<file path="src/rtl/safe_pkg.sv">
// Shared encoding package for the keypad front end and the safe controller.
// Both ends import it so the key code values and the scanner state names
// are defined in exactly one place.
//   KEY_NONE  : idle code, present on key_code whenever no key event is issued
//   KEY_ENTER : '#' key
//   KEY_STAR  : '*' key
//   scan_state_t : scanner FSM states
//   key_map(row, col) : physical key position -> 4-bit key code
package safe_pkg;

  localparam logic [3:0] KEY_NONE  = 4'd13;
  localparam logic [3:0] KEY_ENTER = 4'd10;
  localparam logic [3:0] KEY_STAR  = 4'd11;

  typedef enum logic [1:0] {
    SCAN     = 2'd0,
    DEBOUNCE = 2'd1,
    EMIT     = 2'd2,
    RELEASE  = 2'd3
  } scan_state_t;

  // Row 0 is the top row. Rows 0-2 hold the digits 1-9 in reading order,
  // row 3 holds '*', '0', '#'.
  function automatic logic [3:0] key_map(input logic [1:0] row, input logic [1:0] col);
    logic [3:0] code;
    if (row == 2'd3) begin
      case (col)
        2'd0:    code = KEY_STAR;
        2'd1:    code = 4'd0;
        default: code = KEY_ENTER;
      endcase
    end else begin
      code = ({2'b00, row} * 4'd3) + {2'b00, col} + 4'd1;
    end
    return code;
  endfunction

endpackage

</file>
<file path="src/rtl/keypad_scanner_if.sv">
// Keypad-side bundle of the keypad scanner.
//   row_n     : raw active-low keypad rows (asynchronous to clk)
//   col_n     : one-hot active-low column drive
//   key_code  : registered key code, KEY_NONE when idle
//   key_valid : one-cycle key event strobe
//   state     : scanner FSM state, exported for observation only
//
// Handshake: key_valid/key_code is a valid-only strobe with no ready. A key
// event is presented for exactly one clk cycle with key_valid=1 and the
// code on key_code; the consumer must take it in that cycle. Outside the
// strobe key_code is KEY_NONE and key_valid is 0, so the two never disagree.
//
// master : the scanner (drives columns, code, strobe, state; reads rows)
// slave  : the keypad/consumer side
interface keypad_scanner_if;
  import safe_pkg::*;

  logic [3:0]  row_n;
  logic [2:0]  col_n;
  logic [3:0]  key_code;
  logic        key_valid;
  scan_state_t state;

  modport master (
    input  row_n,
    output col_n,
    output key_code,
    output key_valid,
    output state
  );

  modport slave (
    output row_n,
    input  col_n,
    input  key_code,
    input  key_valid,
    input  state
  );

endinterface

</file>
<file path="src/rtl/keypad_sync.sv">
// Two-flop synchroniser for the 4 raw keypad rows.
//   clk : system clock
//   rst : asynchronous active-high reset; presets both stages to all-ones,
//         which is the "no key pressed" level of the pulled-up rows
//   d   : raw asynchronous row inputs
//   q   : synchronised rows (second flop)
module keypad_sync (
  input  logic       clk,
  input  logic       rst,
  input  logic [3:0] d,
  output logic [3:0] q
);

  logic [3:0] meta;

  always_ff @(posedge clk or posedge rst) begin
    if (rst) begin
      meta <= 4'b1111;
      q    <= 4'b1111;
    end else begin
      meta <= d;
      q    <= meta;
    end
  end

endmodule

</file>
<file path="src/rtl/keypad_scanner.sv">
// 3-column x 4-row matrix keypad scanner with debounce.
// Drives one column low at a time, samples the synchronised rows at the end
// of each column dwell, debounces a single-key press, issues exactly one
// key code strobe per press and then waits for a debounced release.
//   clk : system clock
//   rst : asynchronous active-high reset
//   kp  : keypad_scanner_if master (row_n in; col_n, key_code, key_valid,
//         state out)
// Parameters:
//   SCAN_DIV        : cycles each column is held before its rows are sampled
//   DEBOUNCE_CYCLES : consecutive stable cycles needed to accept press/release
module keypad_scanner
  import safe_pkg::*;
#(
  parameter int SCAN_DIV        = 1000,
  parameter int DEBOUNCE_CYCLES = 20000
) (
  input  logic              clk,
  input  logic              rst,
  keypad_scanner_if.master  kp
);

  localparam int CNT_MAX = (SCAN_DIV > DEBOUNCE_CYCLES) ? SCAN_DIV : DEBOUNCE_CYCLES;
  localparam int CW      = (CNT_MAX > 1) ? $clog2(CNT_MAX) : 1;

  localparam logic [CW-1:0] DWELL_LAST  = CW'(SCAN_DIV - 1);
  localparam logic [CW-1:0] STABLE_LAST = CW'(DEBOUNCE_CYCLES - 1);

  // Synchronised rows; every decision below uses row_s only.
  logic [3:0] row_s;

  keypad_sync u_sync (
    .clk (clk),
    .rst (rst),
    .d   (kp.row_n),
    .q   (row_s)
  );

  scan_state_t   state_q,    state_d;
  logic [1:0]    col_q,      col_d;
  logic [1:0]    row_q,      row_d;
  logic [CW-1:0] dwell_q,    dwell_d;
  logic [CW-1:0] stable_q,   stable_d;
  logic [3:0]    key_code_q, key_code_d;
  logic          key_valid_q, key_valid_d;

  // Row pattern decode: a press is only accepted when exactly one row is
  // low. Zero or several low rows (multi-press or ghosting) are ignored.
  logic       one_low;
  logic [1:0] low_idx;

  always_comb begin
    one_low = 1'b1;
    low_idx = 2'd0;
    case (row_s)
      4'b1110: low_idx = 2'd0;
      4'b1101: low_idx = 2'd1;
      4'b1011: low_idx = 2'd2;
      4'b0111: low_idx = 2'd3;
      default: one_low = 1'b0;
    endcase
  end

  // One-low pattern of the latched row; debounce compares against it.
  logic [3:0] held_pattern;
  assign held_pattern = ~(4'b0001 << row_q);

  // Column rotation 0 -> 1 -> 2 -> 0.
  logic [1:0] col_next;
  assign col_next = (col_q >= 2'd2) ? 2'd0 : col_q + 2'd1;

  // Next-state and output logic.
  always_comb begin
    state_d     = state_q;
    col_d       = col_q;
    row_d       = row_q;
    dwell_d     = dwell_q;
    stable_d    = stable_q;
    key_code_d  = KEY_NONE;
    key_valid_d = 1'b0;

    case (state_q)
      SCAN: begin
        if (dwell_q == DWELL_LAST) begin
          dwell_d = '0;
          if (one_low) begin
            // Hold the current column and start debouncing this key.
            row_d    = low_idx;
            stable_d = '0;
            state_d  = DEBOUNCE;
          end else begin
            col_d = col_next;
          end
        end else begin
          dwell_d = dwell_q + 1'b1;
        end
      end

      DEBOUNCE: begin
        if (row_s == held_pattern) begin
          if (stable_q == STABLE_LAST) begin
            state_d = EMIT;
          end else begin
            stable_d = stable_q + 1'b1;
          end
        end else begin
          // Bounce or glitch: drop the candidate silently.
          col_d    = col_next;
          dwell_d  = '0;
          stable_d = '0;
          state_d  = SCAN;
        end
      end

      EMIT: begin
        key_code_d  = key_map(row_q, col_q);
        key_valid_d = 1'b1;
        stable_d    = '0;
        state_d     = RELEASE;
      end

      RELEASE: begin
        // Column stays held so a key kept down keeps the row low and can
        // never produce a second code.
        if (row_s == 4'b1111) begin
          if (stable_q == STABLE_LAST) begin
            col_d    = col_next;
            dwell_d  = '0;
            stable_d = '0;
            state_d  = SCAN;
          end else begin
            stable_d = stable_q + 1'b1;
          end
        end else begin
          stable_d = '0;
        end
      end

      default: begin
        col_d    = 2'd0;
        dwell_d  = '0;
        stable_d = '0;
        state_d  = SCAN;
      end
    endcase
  end

  always_ff @(posedge clk or posedge rst) begin
    if (rst) begin
      state_q     <= SCAN;
      col_q       <= 2'd0;
      row_q       <= 2'd0;
      dwell_q     <= '0;
      stable_q    <= '0;
      key_code_q  <= KEY_NONE;
      key_valid_q <= 1'b0;
    end else begin
      state_q     <= state_d;
      col_q       <= col_d;
      row_q       <= row_d;
      dwell_q     <= dwell_d;
      stable_q    <= stable_d;
      key_code_q  <= key_code_d;
      key_valid_q <= key_valid_d;
    end
  end

  // Column drive decoded straight from the column register.
  logic [2:0] col_n_dec;

  always_comb begin
    case (col_q)
      2'd0:    col_n_dec = 3'b110;
      2'd1:    col_n_dec = 3'b101;
      2'd2:    col_n_dec = 3'b011;
      default: col_n_dec = 3'b110;
    endcase
  end

  assign kp.col_n     = col_n_dec;
  assign kp.key_code  = key_code_q;
  assign kp.key_valid = key_valid_q;
  assign kp.state     = state_q;

endmodule
</file>
<file path="src/flat_wrapper.sv">
// flat-port wrapper written by rule: the top's interface ports become plain ports
module keypad_scanner_flat import safe_pkg::*;
#(
  parameter int SCAN_DIV        = 1000,
  parameter int DEBOUNCE_CYCLES = 20000
)
  (clk, rst, kp_row_n, kp_col_n, kp_key_code, kp_key_valid, kp_state);
  keypad_scanner_if kp_i ();
  input  logic clk;
  input  logic rst;
  input wire logic [$bits(kp_i.row_n)-1:0] kp_row_n;
  output wire logic [$bits(kp_i.col_n)-1:0] kp_col_n;
  output wire logic [$bits(kp_i.key_code)-1:0] kp_key_code;
  output wire logic [$bits(kp_i.key_valid)-1:0] kp_key_valid;
  output wire logic [$bits(kp_i.state)-1:0] kp_state;
  assign kp_i.row_n = kp_row_n;
  assign kp_col_n = kp_i.col_n;
  assign kp_key_code = kp_i.key_code;
  assign kp_key_valid = kp_i.key_valid;
  assign kp_state = kp_i.state;
  keypad_scanner #(.SCAN_DIV(SCAN_DIV), .DEBOUNCE_CYCLES(DEBOUNCE_CYCLES)) u_core (.clk(clk), .rst(rst), .kp(kp_i));
endmodule
</file>
<file path="config.mk">
export PLATFORM = sky130hd
export DESIGN_NAME = keypad_scanner_flat
export DESIGN_NICKNAME = d
export VERILOG_FILES = /design/src/rtl/safe_pkg.sv /design/src/rtl/keypad_scanner_if.sv /design/src/rtl/keypad_sync.sv /design/src/rtl/keypad_scanner.sv /design/src/flat_wrapper.sv
export SDC_FILE = /design/constraint.sdc
export NUM_CORES = 1
export LEC_CHECK = 0
export CAP_MARGIN = 20
export CORE_MARGIN = 5
export CORE_UTILIZATION = 53
export CTS_CLUSTER_SIZE = 25
export DETAILED_ROUTE_END_ITERATION = 8
export PLACE_DENSITY = 0.75
export SETUP_SLACK_MARGIN = 0.5
export SYNTH_ARGS = -nofsm -noshare
export SYNTH_HDL_FRONTEND = slang
export SYNTH_SLANG_ARGS = --single-unit
</file>
<file path="constraint.sdc">
create_clock -name clk -period 2 [get_ports clk]
set_input_delay 0.2 -clock clk [delete_from_list [all_inputs] [get_ports clk]]
set_output_delay 0.2 -clock clk [all_outputs]
set_load 0.02 [all_outputs]
</file>
==> impl_metrics.json, run 1 <==
{
  "endpoint_kind": "register",
  "vias_per_cell": 6.56,
  "ys_types": 48,
  "rrSetupSlack_ns": -0.21,
  "path_buf_inv": 0,
  "htree_num_levels": 2,
  "worstRegToRegCells": 5,
  "port_buffers": 15,
  "cap_violations": 0,
  "cts_tree": "yes",
  "startpoint_type": "register",
  "die_y_um": 81.6,
  "criticalPathCategory": "register to register",
  "area_delta_synth_final_pct": 58.9,
  "dpl.hpwl_um": 4510,
  "finalHoldViolCount": 0,
  "synth-edff-count": 0,
  "ys_seq_elements": 49,
  "grt_max_degree": 50,
  "synth_area_um2": 2720,
  "stdcell_count": 450,
  "synth_largest_area_cell": "dfrtp_1",
  "synth_area_leaders": "dfrtp_1 (35%), dfstp_2 (11%), ha_1 (6.0%)",
  "setup_viol": 28,
  "cts.path.max_buffers": 2,
  "r2r-end": "u_core.col_q[1]",
  "numCtsBuffers": 5,
  "antenna_found_initial": 0,
  "dp_cells": 399,
  "pin_count": 16,
  "power_density_nw_per_um2": 409,
  "yosysWarnings": 0,
  "row_count": 26,
  "clk_latency_ns": 0.31,
  "path_cells": "xnor2_1 > o211ai_1 > nand2b_1 > a211o_1 > mux2_1",
  "grt_pass1_vias": 2621,
  "wirelength_um": 10400,
  "hold_path.class": "input port to asynchronous set/reset pin",
  "ys_async_sr_fraction": 1.00,
  "avgSynthCellArea_um2": 9.61,
  "critPathTopFamily": "flip-flops",
  "grt_overflow": 0,
  "dominantRegCellSynth": "dfrtp_1",
  "fmax_mhz": 452,
  "layout_common_cells": "buf_4 (59), dfrtp_1 (33), buf_6 (20)",
  "fin_nets": 400,
  "hold_slack_ns": 0.234,
  "slowest_stage": "dfstp_2",
  "tightest_slew_ns": 0.513,
  "min_period_over_period": 1.11,
  "coreArea_um2": 5040,
  "hold_buffers": 0,
  "status": "finished with violations",
  "first_pass_iters": 5,
  "fp.dieW_um": 81.6,
  "violations": "negative setup slack",
  "cp_max_fo": 8,
  "slew_headroom": 0.655,
  "cpPeakStageDelay_ns": 0.67,
  "rsz0062_at_grt": "true",
  "diodes": 0,
  "final_common_cell": "buf_4",
  "leakagePower_nw": 1.83,
  "die_area_um2": 6670,
  "gp_congestion": 0.871,
  "synth_top_area_share": 0.350,
  "ant_nets": 0,
  "cts_sinks": 49,
  "skew_ns": 0.00404,
  "place_area_um2": 3380,
  "wire_per_inst_um": 23.0,
  "setup_ws_ns": -0.214,
  "cts_root_buf": "clkbuf_8",
  "required_ns": 2.20,
  "reg2reg_from": "u_core.u_sync.q[2]",
  "drt-initial-drc-count": 314,
  "vias": 2950,
  "arrival_ns": 2.41,
  "ir_drop_mv": 0.559,
  "syn_nets": 304,
  "start_util": 0.539,
  "ys_seq_area_frac": 0.456,
  "synthCells": 283,
  "design_area_um2": 4320,
  "grt_first_pass_wirelength_um": 12500,
  "period_minus_slack_ns": 2.21,
  "total_power_mw": 1.77,
  "final-max-slew-violation-count": 0,
  "grt.total_usage": 0.246,
  "drc": 0,
  "final_layout_size_suffix_gt1_frac": 0.487,
  "clkTransAtPathRegs_ns": 0.09
}
-- flip-flops by register name (all words and copies together) (netlist names), named ones only --
register and flops:
u_core.col_q 2, u_core.dwell_q 15, u_core.kp.key_code 4, u_core.kp.key_valid 1, u_core.kp.state 1, u_core.row_q 2, u_core.stable_q 15, u_core.u_sync.meta 4
u_core.u_sync.q 4
-- synthesized netlist by cell type, types with 4 or more instances --
master and n:
nand4_1 9, ha_1 13, a21o_1 4, o31ai_1 9
a21oi_1 14, xor2_1 5, nor2_1 17, and3_1 8
nor3_1 7, o21ai_0 17, clkbuf_1 7, nand2_1 24
nand3_1 19, a31oi_1 12, inv_1 13, buf_2 5
a22o_1 4, dfstp_2 11, dfrtp_1 38
-- worst max-delay path by stage --
stage,startpoint,endpoint,cells past startpoint
after floorplan,u_core.dwell_q[4],u_core.col_q[0],5
after global placement,u_core.stable_q[14],u_core.dwell_q[3],6
after detailed placement,u_core.stable_q[14],u_core.col_q[1],5
after CTS,u_core.dwell_q[14],u_core.col_q[1],5
after global routing,u_core.u_sync.q[2],u_core.col_q[1],5
final,u_core.u_sync.q[2],u_core.col_q[1],5
-- metal layers --
| metal | vias to the layer above | GRT usage | wire [um] |
|---|---|---|---|
| li1 | 1236 | - | - |
| met1 | 1446 | 0.329 | 3830 |
| met2 | 204 | 0.409 | 5170 |
| met3 | 64 | 0.0461 | 803 |
| met4 | 0 | 0.0748 | 572 |
| met5 | - | 0 | 0 |
-- worst reg2reg max path: cells and delay by family (launching register included) --
family | cells | cell delay [ns]
flip-flops | 1 | 0.67
XOR/XNOR | 1 | 0.23
multiplexers | 1 | 0.34
AO/OA/AOI/OAI | 2 | 0.61
AND/OR/NAND/NOR | 1 | 0.24
-- cell families (layout without fill, tap and decap cells) --
logic type | after synthesis | after routing | synth area share
AOI/OAI and AO/OA | 76 | 76 | 0.181
xor gates and xnor gates | 8 | 8 | 0.0258
adders and majority gates | 15 | 15 | 0.0745
buffers and inverters | 26 | 123 | 0.0382
DFF | 49 | 49 | 0.456
muxes | 6 | 6 | 0.0235
and+or+nand+nor | 103 | 103 | 0.201
-- repair_timing --
| action | in CTS | in global routing |
|---|---|---|
| gates resized for setup | 73 | 42 |
| endpoints found under the hold margin | 0 | 0 |
| cloned | 3 | 0 |
| buffers inserted | 19 | 21 |
| pin swaps | 23 | 24 |
| endpoints found under the setup margin | 47 | 43 |
-- final cells by class --
cell class                 instances  area [um2]
tap                               70        87.6
timing repair buffer             102         998
multi-input combinational        208        1840
clock buffer                       7        96.3
fill                             212         719
clock inverter                     1        5.00
sequential                        49        1250
inverter                          13        53.8
-- report_power, final --
part | switching [mW] | internal, mW
Combinational | 0.0462 | 0.0342
Clock | 0.357 | 0.314
Sequential | 0.0102 | 1.01
Total | 0.414 | 1.35
-- stage by stage --
step / setup WS, ns / TNS (ns) / util
detailed placement: -0.0261 / -0.0569 / 0.670
finish: -0.214 / -2.03 / 0.857
floorplan: 0.0962 / 0 / -
global route: -0.296 / -4.31 / 0.857
CTS: -0.0223 / -0.0597 / 0.788
global placement: 0.00807 / 0 / 0.670
Note: power is estimated with default switching activity, not from simulation.
==> run 2: changes to the inputs <==
==> constraint.sdc (replaced) <==
create_clock -name clk -period 2 [get_ports clk]
set_input_delay 0.4 -clock clk [delete_from_list [all_inputs] [get_ports clk]]
set_output_delay 0.4 -clock clk [all_outputs]
set_load 0.02 [all_outputs]
==> impl_metrics.json, run 2 (synthesized netlist as in run 1, its figures left out) <==
{
  "vias": 2843,
  "dpl.hpwl_um": 4540,
  "use_met3": 0.0329,
  "finalHoldViolCount": 0,
  "final_common_cell": "buf_4",
  "required_ns": 2.20,
  "drc": 0,
  "critPathTopFamily": "simple AND/OR/NAND/NOR gates",
  "grt_max_degree": 50,
  "antenna_found_initial": 0,
  "reg_top3": "u_core.dwell_q (15), u_core.stable_q (15)",
  "fmax_mhz": 475,
  "met1_usage": 0.311,
  "cap_violations": 0,
  "die_y_um": 81.6,
  "arrival_ns": 2.31,
  "setup_ws_ns": -0.106,
  "endpoint_kind": "register",
  "start_util": 0.539,
  "coreArea_um2": 5040,
  "dpl_worst_slack_ns": -0.0158,
  "violations": "negative setup slack",
  "hold_buffers": 0,
  "drt-initial-drc-count": 390,
  "status": "finished with violations",
  "met2_usage": 0.373,
  "final-max-slew-violation-count": 0,
  "criticalPathCategory": "register to register",
  "path_buf_inv": 1,
  "cpPeakStageDelay_ns": 0.55,
  "area_delta_synth_final_pct": 55.5,
  "grt_overflow": 0,
  "cts_root_buf": "clkbuf_8",
  "dp_cells": 400,
  "layout_common_cells": "buf_4 (66), dfrtp_1 (33), nand2_1 (18)",
  "numCtsBuffers": 5,
  "tightest_slew_ns": 0.606,
  "clkTransAtPathRegs_ns": 0.10,
  "clk_latency_ns": 0.31,
  "min_period_over_period": 1.05,
  "hold_path.class": "register to register",
  "utilization": 0.839,
  "skew_ns": 0.00925,
  "slew_headroom": 0.594,
  "gp_congestion": 0.880,
  "hold_slack_ns": 0.361,
  "diodes": 0,
  "cp_max_fo": 8,
  "fp.dieW_um": 81.6,
  "wirelength_um": 9280,
  "power_density_nw_per_um2": 409,
  "leakagePower_nw": 1.80,
  "total_power_mw": 1.73,
  "design_area_um2": 4230,
  "ant_nets": 0,
  "grt-busiest-layer": "met2",
  "cts_sinks": 49,
  "grt.total_usage": 0.225,
  "grt_pass1_vias": 2453,
  "startpoint_type": "register",
  "row_count": 26,
  "vias_per_cell": 6.42,
  "die_area_um2": 6670,
  "rsz0062_at_grt": "true",
  "finalSetupTns_ns": -0.508,
  "first_pass_iters": 6,
  "ir_drop_mv": 0.452,
  "grt_first_pass_wirelength_um": 11700,
  "path_cells": "or4_4 > nor4_4 > a21oi_1 > buf_4 > a21o_1 > a22o_1",
  "cts.path.max_buffers": 2,
  "slowest_stage": "or4_4",
  "final_layout_size_suffix_gt1_frac": 0.488,
  "place_area_um2": 3390,
  "cts_tree": "yes",
  "wire_per_inst_um": 21.0,
  "pin_count": 16,
  "fin_nets": 393,
  "period_minus_slack_ns": 2.11,
  "htree_num_levels": 2,
  "stdcell_count": 443,
  "setup_viol": 10,
  "port_buffers": 15
}
run 2: where the power goes:
part           leakage, nW  internal [mW]  switching, mW
registers            0.624           1.01         0.0115
logic                 1.13         0.0330         0.0432
clock network       0.0512          0.281          0.354
total                 1.80           1.32          0.409
run 2: repair_timing:
action	in CTS	in global routing
setup buffers	14	19
hold endpoints to repair	0	0
pin swaps	16	28
gates cloned	1	1
setup endpoints to repair	49	44
gates resized for setup	64	62
run 2: area by class of cell:
type | count | area (um2)
sequential | 49 | 1250
tap | 70 | 87.6
multi-input combinational | 208 | 1880
fill | 243 | 812
timing repair buffer | 95 | 860
clock buffer | 6 | 82.6
clock inverter | 2 | 13.8
inverter | 13 | 60.1
run 2: layer usage:
metal	routed length [um]	up-vias
met5	0	-
met4	423	0
met3	666	63
met2	4530	199
met1	3660	1360
li1	-	1221
run 2: worst reg2reg max path, stage by stage (launching register included):
cell	delay (ns)
dfrtp_1	0.39
or4_4	0.55
nor4_4	0.28
a21oi_1	0.16
buf_4	0.21
a21o_1	0.18
a22o_1	0.24
run 2: final timing paths:
check	start	to	slack, ns	cells past startpoint
max	u_core.dwell_q[14]	u_core.stable_q[5]	-0.11	6
min	u_core.u_sync.meta[0]	u_core.u_sync.q[0]	0.36	0
max reg2reg	u_core.dwell_q[14]	u_core.stable_q[5]	-0.11	6
min reg2reg	u_core.u_sync.meta[0]	u_core.u_sync.q[0]	0.36	0
max in group asynchronous	rst	u_core.kp.key_code[3]	1.21	3
min in group asynchronous	rst	u_core.stable_q[14]	0.49	3
==> run 3: changes to the inputs <==
Settings changed: CORE_UTILIZATION 53 to 50, GPL_ROUTABILITY_DRIVEN set to 1, PLACE_DENSITY 0.75 to 0.71, TNS_END_PERCENT set to 50.
==> impl_metrics.json, run 3 (synthesized netlist as in run 1, its figures left out) <==
{
  "status": "finished with violations",
  "violations": "negative setup slack",
  "fp.dieW_um": 83.8,
  "htree_num_levels": 2,
  "path_cells": "or4_4 > nor4_4 > buf_6 > nor2_4 > a211o_1 > a22o_1",
  "grt_pass1_vias": 2568,
  "final_layout_size_suffix_gt1_frac": 0.503,
  "rrSetupSlack_ns": -0.12,
  "diodes": 0,
  "pin_count": 16,
  "criticalPathCategory": "register to register",
  "setup_viol": 16,
  "startpoint_type": "register",
  "reg2reg_from": "u_core.dwell_q[14]",
  "skew_ns": 0.0132,
  "gp_congestion": 0.917,
  "clk_latency_ns": 0.32,
  "cap_violations": 0,
  "row_count": 26,
  "finalHoldViolCount": 0,
  "slew_headroom": 0.555,
  "power_density_nw_per_um2": 396,
  "cpPeakStageDelay_ns": 0.55,
  "first_pass_iters": 5,
  "grt_max_degree": 18,
  "required_ns": 2.21,
  "final-max-slew-violation-count": 0,
  "grt_overflow": 0,
  "fin_nets": 396,
  "vias_per_cell": 6.52,
  "startpoint": "u_core.dwell_q[14]",
  "coreArea_um2": 5200,
  "cp_max_fo": 4,
  "fillCellCount": 257,
  "slowest_stage": "or4_4",
  "endpoint_kind": "register",
  "port_buffers": 15,
  "cts.path.max_buffers": 2,
  "area_delta_synth_final_pct": 58.9,
  "worstRegToRegCells": 6,
  "die_area_um2": 7010,
  "start_util": 0.523,
  "numCtsBuffers": 5,
  "ant_nets": 0,
  "total_power_mw": 1.71,
  "die_y_um": 83.8,
  "cts_root_buf": "clkbuf_8",
  "cts_tree": "yes",
  "wirelength_um": 9870,
  "cts_sinks": 49,
  "hold_path.class": "input port to asynchronous set/reset pin",
  "wire_per_inst_um": 22.1,
  "setup_ws_ns": -0.124,
  "leakagePower_nw": 1.82,
  "rsz0062_at_grt": "true",
  "antenna_found_initial": 0,
  "final_common_cell": "buf_4",
  "arrival_ns": 2.33,
  "drt-initial-drc-count": 287,
  "tightest_slew_ns": 0.661,
  "grt.total_usage": 0.221,
  "r2r-end": "u_core.dwell_q[3]",
  "grt_first_pass_wirelength_um": 12500,
  "clkTransAtPathRegs_ns": 0.10,
  "dpl.hpwl_um": 4600,
  "drc": 0,
  "min_period_over_period": 1.06,
  "fmax_mhz": 471,
  "hold_buffers": 0,
  "utilization": 0.830,
  "ir_drop_mv": 0.448,
  "reg_top3": "u_core.dwell_q (15), u_core.stable_q (15)",
  "vias": 2906,
  "period_minus_slack_ns": 2.12,
  "setup.worst_path.end": "u_core.dwell_q[3]",
  "layout_common_cells": "buf_4 (56), dfrtp_1 (34), nand2_1 (19), buf_6 (19), nand3_1 (15)"
}
run 3: critical path: cells and delay by family, from the launching register on:
kind                   cells  cell delay [ns]
AOI/OAI and AO/OA          2             0.55
buffers and inverters      1             0.20
DFF                        1             0.40
and+or+nand+nor            3             0.86
run 3: routing by layer:
| layer | vias to the layer above | track usage | part of all wire |
|---|---|---|---|
| met4 | 0 | 0.0833 | 0.043 |
| met5 | - | 0 | 0 |
| met2 | 191 | 0.369 | 0.52 |
| met3 | 54 | 0.0464 | 0.082 |
| li1 | 1230 | - | - |
| met1 | 1431 | 0.281 | 0.36 |
run 3: worst min path at each step:
stage / from / to / slack, ns / cells after the start
after CTS: rst / u_core.row_q[0] / 0.34 / 2
final: rst / u_core.row_q[0] / 0.34 / 2
after global routing: rst / u_core.row_q[0] / 0.35 / 2
after global placement: u_core.u_sync.meta[2] / u_core.u_sync.q[2] / 0.35 / 0
after detailed placement: u_core.u_sync.meta[1] / u_core.u_sync.q[1] / 0.35 / 0
after floorplan: u_core.u_sync.meta[0] / u_core.u_sync.q[0] / 0.35 / 0
run 3: power breakdown:
group | switching (mW) | total (mW) | internal (mW)
combinational | 0.0473 | 0.0850 | 0.0377
clock | 0.365 | 0.612 | 0.247
sequential | 0.0101 | 1.02 | 1.01
run 3: area by class of cell:
type	instances	area (um2)	area share
Clock inverter	2	15.0	0.00347
Timing Repair Buffer	97	936	0.217
Multi-Input combinational cell	209	1910	0.441
Sequential cell	49	1240	0.288
Tap cell	70	87.6	0.0203
Inverter	13	58.8	0.0136
Clock buffer	6	72.6	0.0168
run 3: through the flow:
step | std cells | hold WS (ns) | setup TNS, ns | setup slack [ns] | instance area (um2)
2_1_floorplan | 283 | 0.345 | 0 | 0.0962 | 2890
3_3_place_gp | 401 | 0.346 | 0 | 0.0203 | 3390
3_5_place_dp | 401 | 0.347 | -0.0517 | -0.0284 | 3390
6_report | 446 | 0.345 | -0.759 | -0.124 | 4320
5_1_grt | 446 | 0.353 | -1.72 | -0.134 | 4320
4_1_cts | 430 | 0.339 | -0.0247 | -0.0154 | 3970
run 3: what timing repair did:
action,in CTS,in global routing
pin swaps,38,42
endpoints found under the setup margin,49,45
gates cloned,3,2
resized for setup,103,39
setup buffers,18,14
